**config.mk**
```make
export PLATFORM = sky130hd
export DESIGN_NAME = serial_subtract_ctrl
export DESIGN_NICKNAME = d
export VERILOG_FILES = /design/src/rtl/serial_subtract_ctrl.sv
export SDC_FILE = /design/constraint.sdc
export NUM_CORES = 1
export LEC_CHECK = 0
export BUFFER_PORTS_ARGS = -buffer_cell sky130_fd_sc_hd__buf_2
export CORE_ASPECT_RATIO = 0.7
export CORE_MARGIN = 2
export CORE_UTILIZATION = 35
export CTS_CLUSTER_SIZE = 20
export DETAILED_ROUTE_END_ITERATION = 8
export GPL_TIMING_DRIVEN = 0
export MAX_ROUTING_LAYER = met4
export PLACE_DENSITY = 0.54
export SLEW_MARGIN = 20
export SYNTH_ARGS = -nofsm -noshare
export SYNTH_HDL_FRONTEND = slang
export SYNTH_SLANG_ARGS = --single-unit
```
**constraint.sdc**
```tcl
create_clock -name clk -period 3.7 [get_ports clk]
set_input_delay 0.925 -clock clk [delete_from_list [all_inputs] [get_ports clk]]
set_output_delay 0.925 -clock clk [all_outputs]
set_load 0.01 [all_outputs]
```
**src/rtl/serial_subtract_ctrl.sv**
```systemverilog
// Bit-serial a - b controller: one full-subtract cell (two half subtractors) walked LSB first.
// Define SERIAL_SUB_OVF_EN to register the signed overflow flag alongside diff.
module serial_subtract_ctrl #(
    parameter int WIDTH = 8
) (
    input  logic             clk,
    input  logic             rst,
    input  logic             start,
    input  logic [WIDTH-1:0] a,
    input  logic [WIDTH-1:0] b,
    output logic             busy,
    output logic             done,
    output logic [WIDTH-1:0] diff,
    output logic             borrow_out,
    output logic             overflow
);
    localparam int CW = (WIDTH > 1) ? $clog2(WIDTH) : 1;
    localparam logic [CW-1:0] LAST = CW'(WIDTH - 1);

    typedef enum logic [1:0] {
        IDLE  = 2'd0,
        SHIFT = 2'd1,
        DONE  = 2'd2
    } state_t;

    state_t           state, state_nxt;
    logic [WIDTH-1:0] a_sh, b_sh, res;
    logic [CW-1:0]    cnt;
    logic             brw;
    logic             last, load;

    // half subtractor 1: a_bit - b_bit
    logic d1, bo1;
    assign d1  = a_sh[0] ^ b_sh[0];
    assign bo1 = ~a_sh[0] & b_sh[0];

    // half subtractor 2: d1 - borrow
    logic d2, bo2;
    assign d2  = d1 ^ brw;
    assign bo2 = ~d1 & brw;

    assign last = (cnt == LAST);
    assign load = start && (state != SHIFT);
    assign busy = (state == SHIFT);
    assign done = (state == DONE);

    always_ff @(posedge clk) begin
        if (rst) state <= IDLE;
        else     state <= state_nxt;
    end

    always_comb begin
        state_nxt = state;
        unique case (state)
            IDLE:    if (start) state_nxt = SHIFT;
            SHIFT:   if (last)  state_nxt = DONE;
            DONE:    state_nxt = start ? SHIFT : IDLE;
            default: state_nxt = IDLE;
        endcase
    end

    always_ff @(posedge clk) begin
        if (rst) begin
            a_sh       <= '0;
            b_sh       <= '0;
            res        <= '0;
            cnt        <= '0;
            brw        <= 1'b0;
            diff       <= '0;
            borrow_out <= 1'b0;
        end else if (load) begin
            a_sh <= a;
            b_sh <= b;
            brw  <= 1'b0;
            cnt  <= '0;
        end else if (state == SHIFT) begin
            a_sh <= {1'b0, a_sh[WIDTH-1:1]};
            b_sh <= {1'b0, b_sh[WIDTH-1:1]};
            res  <= {d2, res[WIDTH-1:1]};
            brw  <= bo1 | bo2;
            if (last) begin
                diff       <= {d2, res[WIDTH-1:1]};
                borrow_out <= bo1 | bo2;
            end else begin
                cnt <= cnt + CW'(1);
            end
        end
    end

`ifdef SERIAL_SUB_OVF_EN
    // on the last bit the shift registers still hold the operand sign bits
    always_ff @(posedge clk) begin
        if (rst)
            overflow <= 1'b0;
        else if (state == SHIFT && last)
            overflow <= (a_sh[0] ^ b_sh[0]) & (d2 ^ a_sh[0]);
    end
`else
    assign overflow = 1'b0;
`endif

endmodule
```
======== After elaboration in Yosys (flattened, before gate mapping) ========
Cells that the tools add are included.
word-level totals
  latch bits .............................. 0
  RAM bits ................................ 0
  logic and storage cells ................. 40
  output and inout port bits .............. 12
  memories ................................ 0
  input port bits ......................... 19
  bits in read-only memories .............. 0
  flip-flop bits (word level) ............. 39
cells by class
  reduce and logical (&&, ||, !) cells .... 8
  add/sub/neg operators ................... 1
  bitwise gates (word level) .............. 9
  multiplexer cells ....................... 8
  shifts and indexed selects .............. 0
  $mul .................................... 0
  equality and inequality tests ........... 6
  order comparisons ....................... 0
  div/mod/pow operators ................... 0
operators with widths
  operator               count
  $mux W8                4
  $pmux W2 S3            1
  $reduce_and A2 Y1      3
  $mux W2                2
  $ne A2 B1 Y1 const B   2
  $not A1 Y1             4
  $add A3 B1 Y3 const B  1
  $eq A3 B3 Y1 const B   1
  $reduce_and A3 Y1      1
  $and A1 B1 Y1          2
  $eq A2 B1 Y1 const B   1
  $eq A2 B2 Y1 const B   1
  $logic_not A2 Y1       1
  $ne A2 B2 Y1 const B   1
  $reduce_bool A2 Y1     1
  $reduce_or A2 Y1       1
  $xor A1 B1 Y1          2
  $logic_and A1 B1 Y1    1
  $mux W1                1
  $or A1 B1 Y1           1

======== Logic depth before layout (Yosys ltp) ========
  depth after elaboration ................. 4
  depth in mapped cells ................... 6
  mapped depth without buffers ............ 5

======== Least setup slack after synthesis ========
No wires, ideal clock.
  kind .................................... flip-flop to output port
  from .................................... reg state[1]
  to ...................................... out busy
  arrival ................................. 0.739 ns
  path buffers ............................ 1
  stages on the path, launching flop included .. 4
  setup slack ............................. 2.036 ns
  data required time ...................... 2.775 ns
  path through ............................ dfxtp_1 nand2b_1 inv_1 buf_4
between the ends
  longest elaborated chain between the ends .. 1
RTL lines
  element                   line  source
  start: declaration        26    state_t state, state_nxt;
  start signal: assignment  49    else state <= state_nxt;
  $eq A2 B1 Y1              44    assign busy = (state == SHIFT);
  end: declaration          11    output logic busy,
Every way passes these cells.

======== Worst setup path in the final report ========
Same ends and word-level chain as after synthesis.

==> metrics.cfg <==
[cts]
clk_latency_ns = 0.29
clkTransAtPathRegs_ns = 0.07
cts_tree = done
cts_buffers = 5
ctsHoldBuffers = 0
clkSinkCount = 38
cts_setup_buffers = 0
cts_resized = 0
h-tree-depth = 2
root_buffer = clkbuf_8
cts.path.max_buffers = 2

[layout]
nNetsFinal = 229
num_antenna_cells = 0
final_util = 0.441
areaGrowthSynthToFinish_pct = 19.2
fillers = 431
drive_gt1_frac = 0.269

[critical_path]
r2r_start = cnt[0]
crit_required_ns = 2.77
path_max_fanout = 10
crit_family = flip-flops
critPathArrivalTime_ns = 1.26
cp-end-kind = output pin
cpPeakStageDelay_ns = 0.38
rrSetupSlack_ns = 2.25
cp.depth = 4
ff2ff_path_depth = 6
critPathBufInv = 3
cp-start-kind = register
worstSetupPathType = register to output pin
cp-startpoint = state[1]
slowest_stage = dfxtp_1
cp_cell_sequence = nand2b_1, inv_1, buf_4, buf_2

[routing]
dr.first_iter.drc_count = 46
postRouteAntennaNets = 0
wl_per_cell_um = 12.9
totalWireLength_um = 3390
viasPerCell = 4.88
drt_pass1_iterations = 4
dr_total_vias = 1284
drc = 0

[die]
rows = 20
core_sq_um = 4400
initial_core_util = 0.370
fp.dieW_um = 85.5
die_h_um = 61.1
io_pins = 31
dieArea_sq_um = 5220

[global_route]
grt_antenna_before_repair = 0
globalRouteTotalUtil = 0.153
grt_remaining_overflow = 0
grt_pass1_wl_um = 5740
grt_max_degree = 13
grt_pass1_vias = 1205

[synth]
synth_top_area_share = 0.467
synth-seq-cells = 38
synthMostInstantiatedCell = dfxtp_1
synthTopCellsByCount = dfxtp_1, nand2_1, a21oi_1
synth_flop_cell = dfxtp_1
synth.distinct_cells = 24
yosys_warnings = 0
synth_top_cells_by_area = dfxtp_1, mux2i_1, a211oi_2, nand2_1, a21oi_1
seq_area_frac_synth = 0.467
synth_fp_nets = 195
yosysTopAreaCell = dfxtp_1
syn_inst = 173
syn_avg_cell_area_sq_um = 9.42
async_reset_ff_frac = 0
synth_edf_count = 0
syn_area_sq_um = 1630

[pwr]
p_per_area_nw_per_um2 = 454
leakage_nw = 0.824
vdd_drop_max_mv = 0.157

[timing]
clock_skew_ns = 0.00366
max_slew_margin = 0.539
rsz0062_at_grt = no
setup_viol = 0
fin_crit_ns = 2.18
fmax_mhz = 458
hold_violations = 0
finalCritPeriodShare = 0.590
tightest_slew_ns = 0.691
tns_ns = 0
slew_violations = 0

[flow_run]
maxCapViolations = 0

[placement]
port_buffers = 27
hpwl_um = 2510
place_congestion = 0.720

[worst_hold_path]
worst_hold_path.num_cells = 2
hp-start = diff[2]
hp-class = register to register

[run_status]
status = finished, final reports clean

==> worst reg2reg max path, cell delays in order (launching register included) <==
cell	delay, ns
dfxtp_1	0.37
ha_1	0.17
ha_1	0.20
and3b_1	0.24
buf_4	0.20
nand2_1	0.07
a21oi_1	0.13
==> flip-flops by register name, summed over array words and instances (netlist names) <==
signal,count
cnt,3
brw,1
borrow_out,1
state,2
res,7
diff,8
b_sh,8
a_sh,8
==> final cells by class <==
cell class,instances,area (sq um),area share
flip-flops and latches,38,761,0.392
inverters,5,18.8,0.00966
repair buffers,27,135,0.0696
clock inverters,3,40.0,0.0206
multi-input cells,117,753,0.388
clock buffers,5,68.8,0.0354
plain buffers,13,96.3,0.0496
well taps,55,68.8,0.0354
==> final timing paths <==
check / end
worst min register to register: diff[2]
worst max register to register: diff[5]
worst min-delay path: diff[2]
worst max-delay path: busy
==> cells by family after synthesis <==
kind of cell / synth area share
mux: 0.104
other cells: 0.00230
flops: 0.467
fa+ha+maj: 0.0276
compound gates: 0.172
simple gates: 0.156
buf+inv: 0.0707
==> placed cells by master, fill, tap and decap left out, drive strengths merged <==
cell / Yosys / layout
dfxtp: 38 / 38
buf: 11 / 38
nand2: 32 / 32
a21oi: 20 / 20
nor2: 17 / 17
mux2i: 17 / 17
a211oi: 15 / 15
clkbuf: 2 / 7
inv: 5 / 5
nand2b: 2 / 2
nand3b: 2 / 2
nor3: 2 / 2
a32oi: 2 / 2
ha: 2 / 2
clkinv: 0 / 2
nor2b: 1 / 1
and3b: 1 / 1
nor3b: 1 / 1
nand3: 1 / 1
fa: 1 / 1
conb: 1 / 1
bufinv: 0 / 1
==> power breakdown <==
part / total, W / leakage (nW) / internal [W] / switching (W)
Sequential: 0.000440 / 0.310 / 0.000429 / 0.0000113
Combinational: 0.000101 / 0.455 / 0.0000456 / 0.0000553
Clock: 0.000341 / 0.0579 / 0.000198 / 0.000143
==> through the flow <==
| stage | power [W] | cells | area (sq um) | setup slack (ns) | hold slack (ns) |
|---|---|---|---|---|---|
| after global placement | 0.000548 | 255 | 1830 | 1.82 | 0.443 |
| after CTS | 0.000896 | 263 | 1940 | 1.49 | 0.455 |
| after floorplan | 0.000523 | 173 | 1630 | 2.04 | 0.432 |
| after detailed placement | 0.000551 | 255 | 1830 | 1.82 | 0.444 |
| final | 0.000882 | 263 | 1940 | 1.52 | 0.454 |
| after global routing | 0.000932 | 263 | 1940 | 1.40 | 0.469 |
==> per-layer routing <==
metal  routed length, um  GRT usage  vias up
li1                    -          -      657
met1                1690      0.198      603
met2                1540      0.224       22
met3                 134     0.0576        2
met4                  15     0.0476        0
met5                   0          -        -
(Power assumes the default switching activity.)
